==> config.mk <==
export PLATFORM = sky130hd
export DESIGN_NAME = ddr2_ring_reader
export DESIGN_NICKNAME = d
export VERILOG_FILES = /design/src/rtl/ddr2_ring_reader_pkg.sv /design/src/rtl/ddr2_ring_reader_rb_out_reg.sv /design/src/rtl/ddr2_ring_reader.sv
export SDC_FILE = /design/constraint.sdc
export NUM_CORES = 1
export LEC_CHECK = 0
export BUFFER_PORTS_ARGS = -buffer_cell sky130_fd_sc_hd__buf_2
export CORE_UTILIZATION = 41
export CTS_CLUSTER_DIAMETER = 50
export CTS_CLUSTER_SIZE = 20
export DETAILED_ROUTE_END_ITERATION = 8
export PLACE_DENSITY = 0.65
export SETUP_SLACK_MARGIN = 0.05
export SLEW_MARGIN = 20
export SYNTH_ARGS = -nofsm -noshare
export SYNTH_HDL_FRONTEND = slang
export SYNTH_SLANG_ARGS = --single-unit
==> constraint.sdc <==
create_clock -name clk -period 3.4 [get_ports clk]
set_input_delay 0.17 -clock clk [delete_from_list [all_inputs] [get_ports clk]]
set_output_delay 0.17 -clock clk [all_outputs]
set_load 0.005 [all_outputs]
==> src/rtl/ddr2_ring_reader_pkg.sv <==
// Shared definitions for the ddr2_ring_reader read-side consumer of the DDR2 capture ring.
// Optional feature macro: RB_READER_XCHECK_EN (see ddr2_ring_reader.sv).
package ddr2_ring_reader_pkg;

    localparam int DATA_W_DEF     = 16;
    localparam int PTR_W_DEF      = 3;
    localparam int BURST_LEN_DEF  = 8;
    localparam int CAS_LAT_DEF    = 4;
    localparam int SETTLE_CYC_DEF = 2;
    localparam int CNT_W          = 8;

    typedef logic [DATA_W_DEF-1:0] rb_word_t;
    typedef logic [PTR_W_DEF-1:0]  rb_ptr_t;

    typedef enum logic [2:0] {
        IDLE    = 3'd0,
        LATENCY = 3'd1,
        CAPTURE = 3'd2,
        SETTLE  = 3'd3,
        DRAIN   = 3'd4
    } rb_rd_state_t;

    // Down-counters terminate at zero, so a phase of N cycles loads N-1.
    function automatic logic [CNT_W-1:0] cntLoad(input int cycles);
        return CNT_W'(cycles - 1);
    endfunction

endpackage

==> src/rtl/ddr2_ring_reader_rb_out_reg.sv <==
// One-entry valid/ready output register carrying a data word and its last flag.
module rb_out_reg #(
    parameter int DATA_W = 16
) (
    input  logic              clk,
    input  logic              reset,
    input  logic              load_i,
    input  logic [DATA_W-1:0] data_i,
    input  logic              last_i,
    input  logic              ready_i,
    output logic              valid_o,
    output logic [DATA_W-1:0] data_o,
    output logic              last_o
);

    logic              valid_q;
    logic [DATA_W-1:0] data_q;
    logic              last_q;

    // A load always wins over a pure drain, so a word accepted this cycle is replaced seamlessly.
    always_ff @(posedge clk) begin
        if (reset) begin
            valid_q <= 1'b0;
            data_q  <= '0;
            last_q  <= 1'b0;
        end else if (load_i) begin
            valid_q <= 1'b1;
            data_q  <= data_i;
            last_q  <= last_i;
        end else if (valid_q && ready_i) begin
            valid_q <= 1'b0;
        end
    end

    assign valid_o = valid_q;
    assign data_o  = data_q;
    assign last_o  = last_q;

endmodule

==> src/rtl/ddr2_ring_reader.sv <==
// Read-side consumer of the DDR2 capture ring: opens the listen window, then drains the burst.
// Optional macro RB_READER_XCHECK_EN enables the sticky X-detect flag xerr.
module ddr2_ring_reader
    import ddr2_ring_reader_pkg::*;
#(
    parameter int DATA_W     = DATA_W_DEF,
    parameter int PTR_W      = PTR_W_DEF,
    parameter int BURST_LEN  = BURST_LEN_DEF,
    parameter int CAS_LAT    = CAS_LAT_DEF,
    parameter int SETTLE_CYC = SETTLE_CYC_DEF
) (
    input  logic              clk,
    input  logic              reset,
    input  logic              rd_valid,
    output logic              rd_ready,
    output logic              listen,
    output logic [PTR_W-1:0]  readPtr,
    input  logic [DATA_W-1:0] dout,
    output logic              out_valid,
    input  logic              out_ready,
    output logic [DATA_W-1:0] out_data,
    output logic              out_last,
    output logic              busy,
    output logic              xerr
);

    localparam int IDX_W = $clog2(BURST_LEN) + 1;

    rb_rd_state_t     state_q, state_d;
    logic [CNT_W-1:0] cnt_q, cnt_d;
    logic [IDX_W-1:0] idx_q, idx_d;
    logic [PTR_W-1:0] base_q, base_d;
    logic             listen_q, listen_d;

    logic load;
    logic lastLoad;
    logic lastHs;

    // idx reaching BURST_LEN means every word has been loaded; only the final handshake remains.
    assign load     = (state_q == DRAIN) && (idx_q != IDX_W'(BURST_LEN)) && (!out_valid || out_ready);
    assign lastLoad = (idx_q == IDX_W'(BURST_LEN - 1));
    assign lastHs   = out_valid && out_ready && out_last;

    always_comb begin
        state_d  = state_q;
        cnt_d    = cnt_q;
        idx_d    = idx_q;
        base_d   = base_q;
        listen_d = listen_q;
        unique case (state_q)
            IDLE: begin
                if (rd_valid) begin
                    state_d  = LATENCY;
                    cnt_d    = cntLoad(CAS_LAT);
                    idx_d    = '0;
                    listen_d = 1'b1;
                end
            end
            LATENCY: begin
                if (cnt_q == '0) begin
                    state_d = CAPTURE;
                    cnt_d   = cntLoad(BURST_LEN / 2);
                end else begin
                    cnt_d = cnt_q - CNT_W'(1);
                end
            end
            CAPTURE: begin
                if (cnt_q == '0) begin
                    state_d = SETTLE;
                    cnt_d   = cntLoad(SETTLE_CYC);
                end else begin
                    cnt_d = cnt_q - CNT_W'(1);
                end
            end
            SETTLE: begin
                if (cnt_q == '0) begin
                    state_d  = DRAIN;
                    listen_d = 1'b0;
                end else begin
                    cnt_d = cnt_q - CNT_W'(1);
                end
            end
            DRAIN: begin
                if (load) begin
                    idx_d = idx_q + IDX_W'(1);
                end
                if (lastHs) begin
                    state_d = IDLE;
                    base_d  = base_q + PTR_W'(BURST_LEN);
                end
            end
            default: state_d = IDLE;
        endcase
    end

    always_ff @(posedge clk) begin
        if (reset) begin
            state_q  <= IDLE;
            cnt_q    <= '0;
            idx_q    <= '0;
            base_q   <= '0;
            listen_q <= 1'b0;
        end else begin
            state_q  <= state_d;
            cnt_q    <= cnt_d;
            idx_q    <= idx_d;
            base_q   <= base_d;
            listen_q <= listen_d;
        end
    end

    assign rd_ready = (state_q == IDLE);
    assign busy     = (state_q != IDLE);
    assign listen   = listen_q;
    assign readPtr  = base_q + PTR_W'(idx_q);

    rb_out_reg #(
        .DATA_W (DATA_W)
    ) u_out_reg (
        .clk     (clk),
        .reset   (reset),
        .load_i  (load),
        .data_i  (dout),
        .last_i  (lastLoad),
        .ready_i (out_ready),
        .valid_o (out_valid),
        .data_o  (out_data),
        .last_o  (out_last)
    );

`ifdef RB_READER_XCHECK_EN
    logic xerr_q;

    always_ff @(posedge clk) begin
        if (reset) begin
            xerr_q <= 1'b0;
        end else if (load && $isunknown(dout)) begin
            xerr_q <= 1'b1;
        end
    end

    assign xerr = xerr_q;
`else
    assign xerr = 1'b0;
`endif

endmodule
==> reports/metrics.cfg, run 1 <==
[cts]
holdBufCountCts=0
cts_root_buf=clkbuf_8
cts_resized=0
clock-sinks=34
cts_setup_buffers=0
cts.reportedPaths.clkPinSlew_ns=0.07
clkLatencyLatePin_ns=0.29
cts-buffers-inserted=5
ctsHtreeMaxLevel=2
cts_tree=built
clock_path_buffers=2

[die]
dieArea_um2=4200
start_util_pct=43.6
die_y_um=64.8
die_w_um=64.8
rows=22
core_um2=3720
io_pins=45

[sta]
setup_ws_ns=1.10
slew_violations=0
worst_slew_pin_slew_ns=0.667
finalClockSkew_ns=0.00549
min_period_ns=2.30
maxSlewHeadroom_pct=55.1
hold_viol_final=0
finalCritPeriodShare_pct=67.8
setup_viol=0
max_freq_mhz=434
grt_setup_unrepaired=no
fin_setup_tns_ns=0

[pwr]
ir_drop_mv=0.282
power_density_nw_per_um2=614
p_leak_nw=0.946
fin_total_pwr_mw=1.18

[worst_setup_path]
worstSetupStartpointType=flip-flop
r2r_end=idx_q[3]
crit_type=flip-flop to flip-flop
r2r_slack_ns=1.10
ff2ff_path_depth=4
crit_fanout=19
cp_data_arrival_time_ns=2.52
r2r-start=state_q[2]
cp.required_ns=3.62
cp-end-kind=flip-flop

[flow_run]
cap_violations=0

[synth]
syn-instance-count=180
netlist_area_um2=1620
yosys.area.top_type=dfxtp_1
yosysWarnings=0
ys_async_sr_fraction_pct=0
synth_flop_cell=dfxtp_1
synth_seq_cells=34
synth.top_cell.area_share_pct=42.0
ys_top_cells_by_area=dfxtp_1 42%, mux2i_1 12%, nor2_1 6.5%
seq_area_frac_synth_pct=42.0
synth_edf_count=0
ys_types=38
post_synth.cell_area_avg_um2=8.99
syn-num-nets=203

[hold_path]
hold_start=dout[5]
hold_end=u_out_reg.data_o[5]
hold_class=input port to flip-flop
whs_path_depth=3

[detailed_routing]
via_per_inst=5.20
num_vias=1374
wl_mm=3.28
postRouteAntennaNets=0
drc=0
drt-pass1-iter-count=4
routedWlPerCell_um=12.4
drt_iter0_drc=40

[final_layout]
final_area_um2=1920
area_growth_pct=18.8
layout_commonest_cell=buf_2
layout_common_cells=43 x buf_2, 34 x dfxtp_1, 28 x nor2_1
diodes=0
final_nets=239
utilization_pct=51.8
drive_gt1_share_pct=26.4

[placed_design]
io_buffers=43
hpwl_mm=2.34
place.gp.congestion=0.766
post-place-ws_ns=1.08
post_dp_cell_area_um2=1810

[grt]
grt_pass1_wl_mm=5.47
grt_max_degree=32
grt_use_total_pct=17.0
first_global_vias=1276
overflow=0
antenna_found_initial=0

[status]
status=finished clean

-- Yosys cell counts, types with 5 or more instances --
master and n:
nand2_1 6, nand3_1 5, mux2i_1 19, nor2_1 28
dfxtp_1 34, a21oi_1 13, clkbuf_1 7, inv_1 8
-- routing by layer --
metal	up-vias	routed length, µm	track usage [%]
met5	-	0	0
met2	28	1540	28.6
met3	3	151	6.87
met4	0	32	4.44
met1	641	1550	19.7
li1	702	-	-
-- stage by stage --
stage	hold slack, ns	instances
2_1_floorplan	0.314	180
3_3_place_gp	0.402	257
6_report	0.112	264
3_5_place_dp	0.410	257
4_1_cts	0.109	264
5_1_grt	0.123	264
-- report_power, final --
part           leakage [nW]  switching, mW  total, mW  internal [mW]
registers             0.276         0.0619      0.498          0.437
logic                 0.613          0.166      0.307          0.141
clock network        0.0573          0.141      0.375          0.234
total                 0.946          0.369       1.18          0.812
-- cells by family after synthesis --
family,after synthesis,share of synthesized area (%)
mux,19,11.7
xor+xnor,2,1.08
fa+ha+maj,3,2.32
compound gates,30,11.4
other cells,1,0.232
flops,34,42.0
buf+inv,22,7.03
simple gates,69,24.2
-- flip-flops by register name (all words and copies together), names as in the netlist --
name               count
u_out_reg.valid_o      1
cnt_q                  8
u_out_reg.data_o      16
idx_q                  4
u_out_reg.last_o       1
listen                 1
state_q                3
-- worst max path at each step --
stage / cells after the start / slack [ns] / to / startpoint
2_1_floorplan: 7 / 1.62 / cnt_q[3] / cnt_q[0]
3_3_place_gp: 4 / 1.13 / idx_q[3] / state_q[2]
3_5_place_dp: 4 / 1.08 / idx_q[3] / state_q[2]
4_1_cts: 4 / 1.08 / idx_q[3] / state_q[2]
5_1_grt: 4 / 0.85 / idx_q[3] / state_q[2]
6_report: 4 / 1.10 / idx_q[3] / state_q[2]
-- worst max-delay path: stages, from the launching register on --
cell and delay (ns):
dfxtp_1 0.55, nor3b_4 0.36, nand3_2 0.52, or4_1 0.64, a31oi_1 0.16
-- final cells by class --
cell class | count | area (µm²)
Clock buffer | 6 | 82.6
Clock inverter | 1 | 30.0
Fill cell | 371 | 1790
Inverter | 8 | 30.0
Multi-Input combinational cell | 124 | 825
Sequential cell | 34 | 681
Tap cell | 48 | 60.1
Timing Repair Buffer | 43 | 215
Power figures use the tool's default switching activity.
==> run 2, diff against run 1 <==
Settings changed: PLACE_DENSITY 0.65 to 0.68.
Clock period 3.4 ns to 2 ns, I/O delays scaled along.
==> run 2 against run 1 <==
  * Clock skew increased by 0.0011 ns
  * Via count increased by 0.87%
  * Global-route usage decreased by 0.53 points
  * Core utilization increased by 1.4 points
  * Critical path type unchanged
==> reports/metrics.cfg, run 2 (synthesis results as in run 1) <==
[status]
status=finished clean

[worst_setup_path]
cp_data_arrival_time_ns=2.03
r2r_slack_ns=0.19
crit_end=cnt_q[5]
startpoint=cnt_q[0]
cp.required_ns=2.22
ff2ff_path_depth=6
crit_fanout=8
worstSetupStartpointType=flip-flop
cp-end-kind=flip-flop
r2r_end=cnt_q[5]
r2r-start=cnt_q[0]
crit_type=flip-flop to flip-flop

[sta]
setup_viol=0
fin_setup_tns_ns=0
slew_violations=0
hold_viol_final=0
max_freq_mhz=554
grt_setup_unrepaired=no
finalCritPeriodShare_pct=90.3
finalClockSkew_ns=0.00663
min_period_ns=1.81

[final_layout]
drive_gt1_share_pct=30.1
fillCellCount=365
area_growth_pct=21.9
multiInputGateArea_um2=825
final_area_um2=1970
diodes=0
layout_common_cells=43 x buf_2, 33 x dfxtp_1, 28 x nor2_1
ff_latch_area_um2=682
largest_reg_flops=16
layout_commonest_cell=buf_2
utilization_pct=53.1
final_nets=248

[pwr]
power_density_nw_per_um2=1010
share_seq_of_total_power_pct=41.9
ir_drop_mv=0.536
switching_share_pct=33.1
clkPwrFrac_pct=26.6
p_comb_share_pct=31.5
fin_total_pwr_mw=1.99
p_leak_nw=0.980
p_int_mw=1.33
switchingPower_mw=0.658

[die]
rows=22
io_pins=45
die_w_um=64.8
start_util_pct=43.6
core_um2=3720
dieArea_um2=4200
die_y_um=64.8

[cts]
clkLatencyLatePin_ns=0.29
holdBufCountCts=0
ctsHtreeMaxLevel=2
clock_path_buffers=2
cts_tree=built
clock-sinks=34
cts_root_buf=clkbuf_8
cts-buffers-inserted=5
cts.reportedPaths.clkPinSlew_ns=0.07

[grt]
grt_max_degree=19
grtUsageMet3_pct=5.11
first_global_vias=1266
top_usage_layer=met2
use_met1_pct=21.7
antenna_found_initial=0
grt_use_total_pct=16.4
overflow=0
grt_pass1_wl_mm=5.38
met2_usage_pct=24.2

[detailed_routing]
num_vias=1386
wl_mm=3.21
via_per_inst=5.06
postRouteAntennaNets=0
routedWlPerCell_um=11.7
drt_iter0_drc=58
drt-pass1-iter-count=4
drc=0

[placed_design]
io_buffers=43
place.gp.congestion=0.752
hpwl_mm=2.33
post_dp_cell_area_um2=1880

[hold_path]
hold_class=input port to flip-flop

[flow_run]
cap_violations=0

-- run 2: routing by layer --
layer  share of wire, %  up-vias
met5                  0        -
met4                1.1        0
met3                6.5        5
met2                 42       46
met1                 51      619
li1                   -      716
-- run 2: power by group through the flow --
stage	clock network, mW	registers, mW	logic [mW]
floorplan	0	0.815	0.449
global placement	0	0.842	0.622
detailed placement	0	0.845	0.623
CTS	0.544	0.829	0.625
global route	0.578	0.845	0.692
finish	0.529	0.832	0.627
-- run 2: metrics by stage --
stage	hold slack (ns)	worst slack, ns	std cells
2_1_floorplan	0.244	0.216	180
3_3_place_gp	0.326	0.211	266
3_5_place_dp	0.338	0.176	266
4_1_cts	0.0370	0.166	274
5_1_grt	0.0445	0.0551	274
6_report	0.0440	0.194	274
-- run 2: repair_timing --
item | 4_1_cts | 5_1_grt
endpoints found under the setup margin | 0 | 2
setup buffers | 0 | 0
resized for setup | 0 | 1
-- run 2: worst max-delay path, stage by stage (launching register included) --
cell and delay [ns]:
dfxtp_2 0.36, inv_1 0.05, ha_1 0.28, nor4bb_1 0.18, and3_1 0.26, or4_1 0.48, a21oi_1 0.14
-- run 2: final cells by class --
cell class                      instances  share of cell area (%)
Inverter                                8                    1.52
Clock inverter                          2                   0.634
Timing Repair Buffer                   52                    14.3
Tap cell                               48                    3.04
Sequential cell                        34                    34.5
Multi-Input combinational cell        124                    41.8
Clock buffer                            6                    4.18
-- run 2: how the worst min path moves through the flow --
| stage | startpoint | end | slack [ns] | cells after the start |
|---|---|---|---|---|
| finish | dout[11] | u_out_reg.data_o[11] | 0.04 | 3 |
| global route | dout[6] | u_out_reg.data_o[6] | 0.04 | 3 |
| CTS | dout[7] | u_out_reg.data_o[7] | 0.04 | 3 |
| detailed placement | dout[6] | u_out_reg.data_o[6] | 0.34 | 3 |
| global placement | dout[12] | u_out_reg.data_o[12] | 0.33 | 3 |
| floorplan | dout[0] | u_out_reg.data_o[0] | 0.24 | 2 |
==> run 3, diff against run 2 <==
Settings changed: SYNTH_HIERARCHICAL set to 1.
==> run 3 against run 2 <==
  * Sequential share of layout area decreased by 0.28 points
  * Via count increased by 0.51%
  * Core utilization decreased by 0.056 points
  * Sequential power decreased by 4.0%
  * Worst setup slack got worse by 0.071 ns
  * Total power decreased by 3.0%
  * Maximum frequency decreased by 3.8%
  * Synthesized cell count unchanged
  * Critical path depth unchanged
  * Count of clock-buffer cells in the layout decreased by 1
  * Register-to-register slack got worse by 0.07 ns
  * Critical endpoint is now cnt_q[1]
  * Largest cell class unchanged
==> reports/metrics.cfg, run 3 <==
[detailed_routing]
postRouteAntennaNets=0
drt_iter0_drc=86
via_per_inst=5.05
num_vias=1393
drc=0
routedWlPerCell_um=11.9
drt-pass1-iter-count=4
wl_mm=3.30

[sta]
min_period_ns=1.88
grt_setup_unrepaired=yes
fin_setup_tns_ns=0
finalCritPeriodShare_pct=93.9
hold_viol_final=0
setup_ws_ns=0.123
max_freq_mhz=533
whs_ns=0.0458
setup_viol=0
finalClockSkew_ns=0.00325
slew_violations=0

[worst_setup_path]
worstSetupStartpointType=flip-flop
crit_fanout=6
critPathTopFamily=simple AND/OR/NAND/NOR gates
cp-end-kind=flip-flop
critical_path_buf_inv_count=1
r2r-start=cnt_q[0]
cp.required_ns=2.17
startpoint=cnt_q[0]
crit_type=flip-flop to flip-flop
cp_cell_sequence=inv_1 -> ha_2 -> or3b_4 -> or3_2 -> a21oi_1 -> a311oi_1
critPathSlowestCell=or3_2
max_stage_delay_ns=0.54
cp_data_arrival_time_ns=2.04

[final_layout]
ff_latch_area_um2=681
fillCellCount=347
multiInputGateArea_um2=823
finalNonFillerCells=276
layout_commonest_cell=buf_2
final_area_um2=1990
largest_reg_flops=16
utilization_pct=53.1
layout_common_cells=43 x buf_2, 34 x dfxtp_1, 22 x nor2_1
final_nets=251
diodes=0
area_growth_pct=21.7
drive_gt1_share_pct=31.1

[flow_run]
cap_violations=0

[placed_design]
place.gp.congestion=0.790
io_buffers=43
dpl.cell_count=268
hpwl_mm=2.33
post_dp_cell_area_um2=1900
post-place-ws_ns=0.122

[grt]
overflow=0
antenna_found_initial=0
grt_pass1_wl_mm=5.62
grt_use_total_pct=17.5
first_global_vias=1290
grt_max_degree=19

[synth]
synth_flop_cell=dfxtp_1
seq_area_frac_synth_pct=41.7
syn-instance-count=180
post_synth.cell_area_avg_um2=9.07
synth_seq_cells=34
synth.top_cell.area_share_pct=41.7
yosys-top-cells-count=34 x dfxtp_1, 22 x nor2_1, 18 x mux2i_1, 14 x a21oi_1, 11 x inv_1
ys_types=44
synth_edf_count=0
yosysWarnings=6
ys_async_sr_fraction_pct=0
syn-num-nets=203
ys_top_cells_by_area=dfxtp_1 42%, mux2i_1 11%, nor2_1 5.1%
netlist_area_um2=1630
synth.most_common_cell=dfxtp_1
yosys.area.top_type=dfxtp_1

[pwr]
p_leak_nw=0.848
ir_drop_mv=0.457
fin_total_pwr_mw=1.93
power_density_nw_per_um2=971

[cts]
cts_tree=built
ctsHtreeMaxLevel=2
clock_path_buffers=2
cts_root_buf=clkbuf_8
cts_setup_buffers=0
cts.reportedPaths.clkPinSlew_ns=0.07
clkLatencyLatePin_ns=0.28
clock-sinks=34
cts-buffers-inserted=5

[hold_path]
hold_class=input port to flip-flop
hold_start=dout[3]

[die]
io_pins=45
start_util_pct=43.6
rows=22
core_um2=3740
die_y_um=65.1
die_w_um=65.1
dieArea_um2=4240

[status]
status=finished clean

run 3: changes by cell type after synthesis, moves of 4 or more:
cell      previous run  this run
o31ai_1              4         0
clkbuf_1             7         2
nand2b_1             1         5
nor2_1              28        22
run 3: final cells by class:
class / count / share of cell area [%]
Multi-Input combinational cell: 123 / 41.4
Tap cell: 48 / 3.02
Sequential cell: 34 / 34.3
Timing Repair Buffer: 53 / 15.2
Clock buffer: 5 / 3.46
Inverter: 11 / 2.08
Clock inverter: 2 / 0.504
run 3: cell families (layout without fill, tap and decap cells):
| group | count (synthesis) | after routing | share of synthesized area, % |
|---|---|---|---|
| buffers and inverters | 24 | 71 | 8.66 |
| XOR/XNOR | 2 | 2 | 1.07 |
| flip-flops | 34 | 34 | 41.7 |
| AND/OR/NAND/NOR | 64 | 65 | 21.4 |
| other | 1 | 1 | 0.230 |
| multiplexers | 18 | 18 | 11.0 |
| AO/OA/AOI/OAI | 34 | 34 | 13.6 |
| adder cells (fa/ha/maj) | 3 | 3 | 2.30 |
run 3: tightest hold or removal path, stage by stage:
cell	delay (ns)
buf_2	0.07
mux2i_1	0.05
nor2_1	0.07
run 3: power by group:
group	leakage (nW)	switching, mW	internal [mW]
Combinational	0.528	0.340	0.320
Clock	0.0438	0.236	0.233
Sequential	0.276	0.0571	0.742
Total	0.848	0.634	1.29
run 3: path summary, 6_finish.rpt:
check / depth (start not counted) / endpoint / slack [ns]
setup / recovery: 6 / cnt_q[1] / 0.12
hold / removal: 3 / u_out_reg/data_o[3] / 0.05
setup reg to reg: 6 / cnt_q[1] / 0.12
hold reg to reg: 2 / u_out_reg/data_o[12] / 0.49
run 3: layer usage:
layer / track usage [%] / vias to the layer above / wire length (µm)
met5: 0 / - / 0
met4: 11.4 / 0 / 75
met3: 5.03 / 6 / 209
met2: 24.6 / 40 / 1360
met1: 23.2 / 619 / 1650
li1: - / 728 / -
run 3: repair_timing:
item                                    CTS  global route
hold buffers                              0             0
gates resized for setup                   0             2
endpoints found under the setup margin    0             6
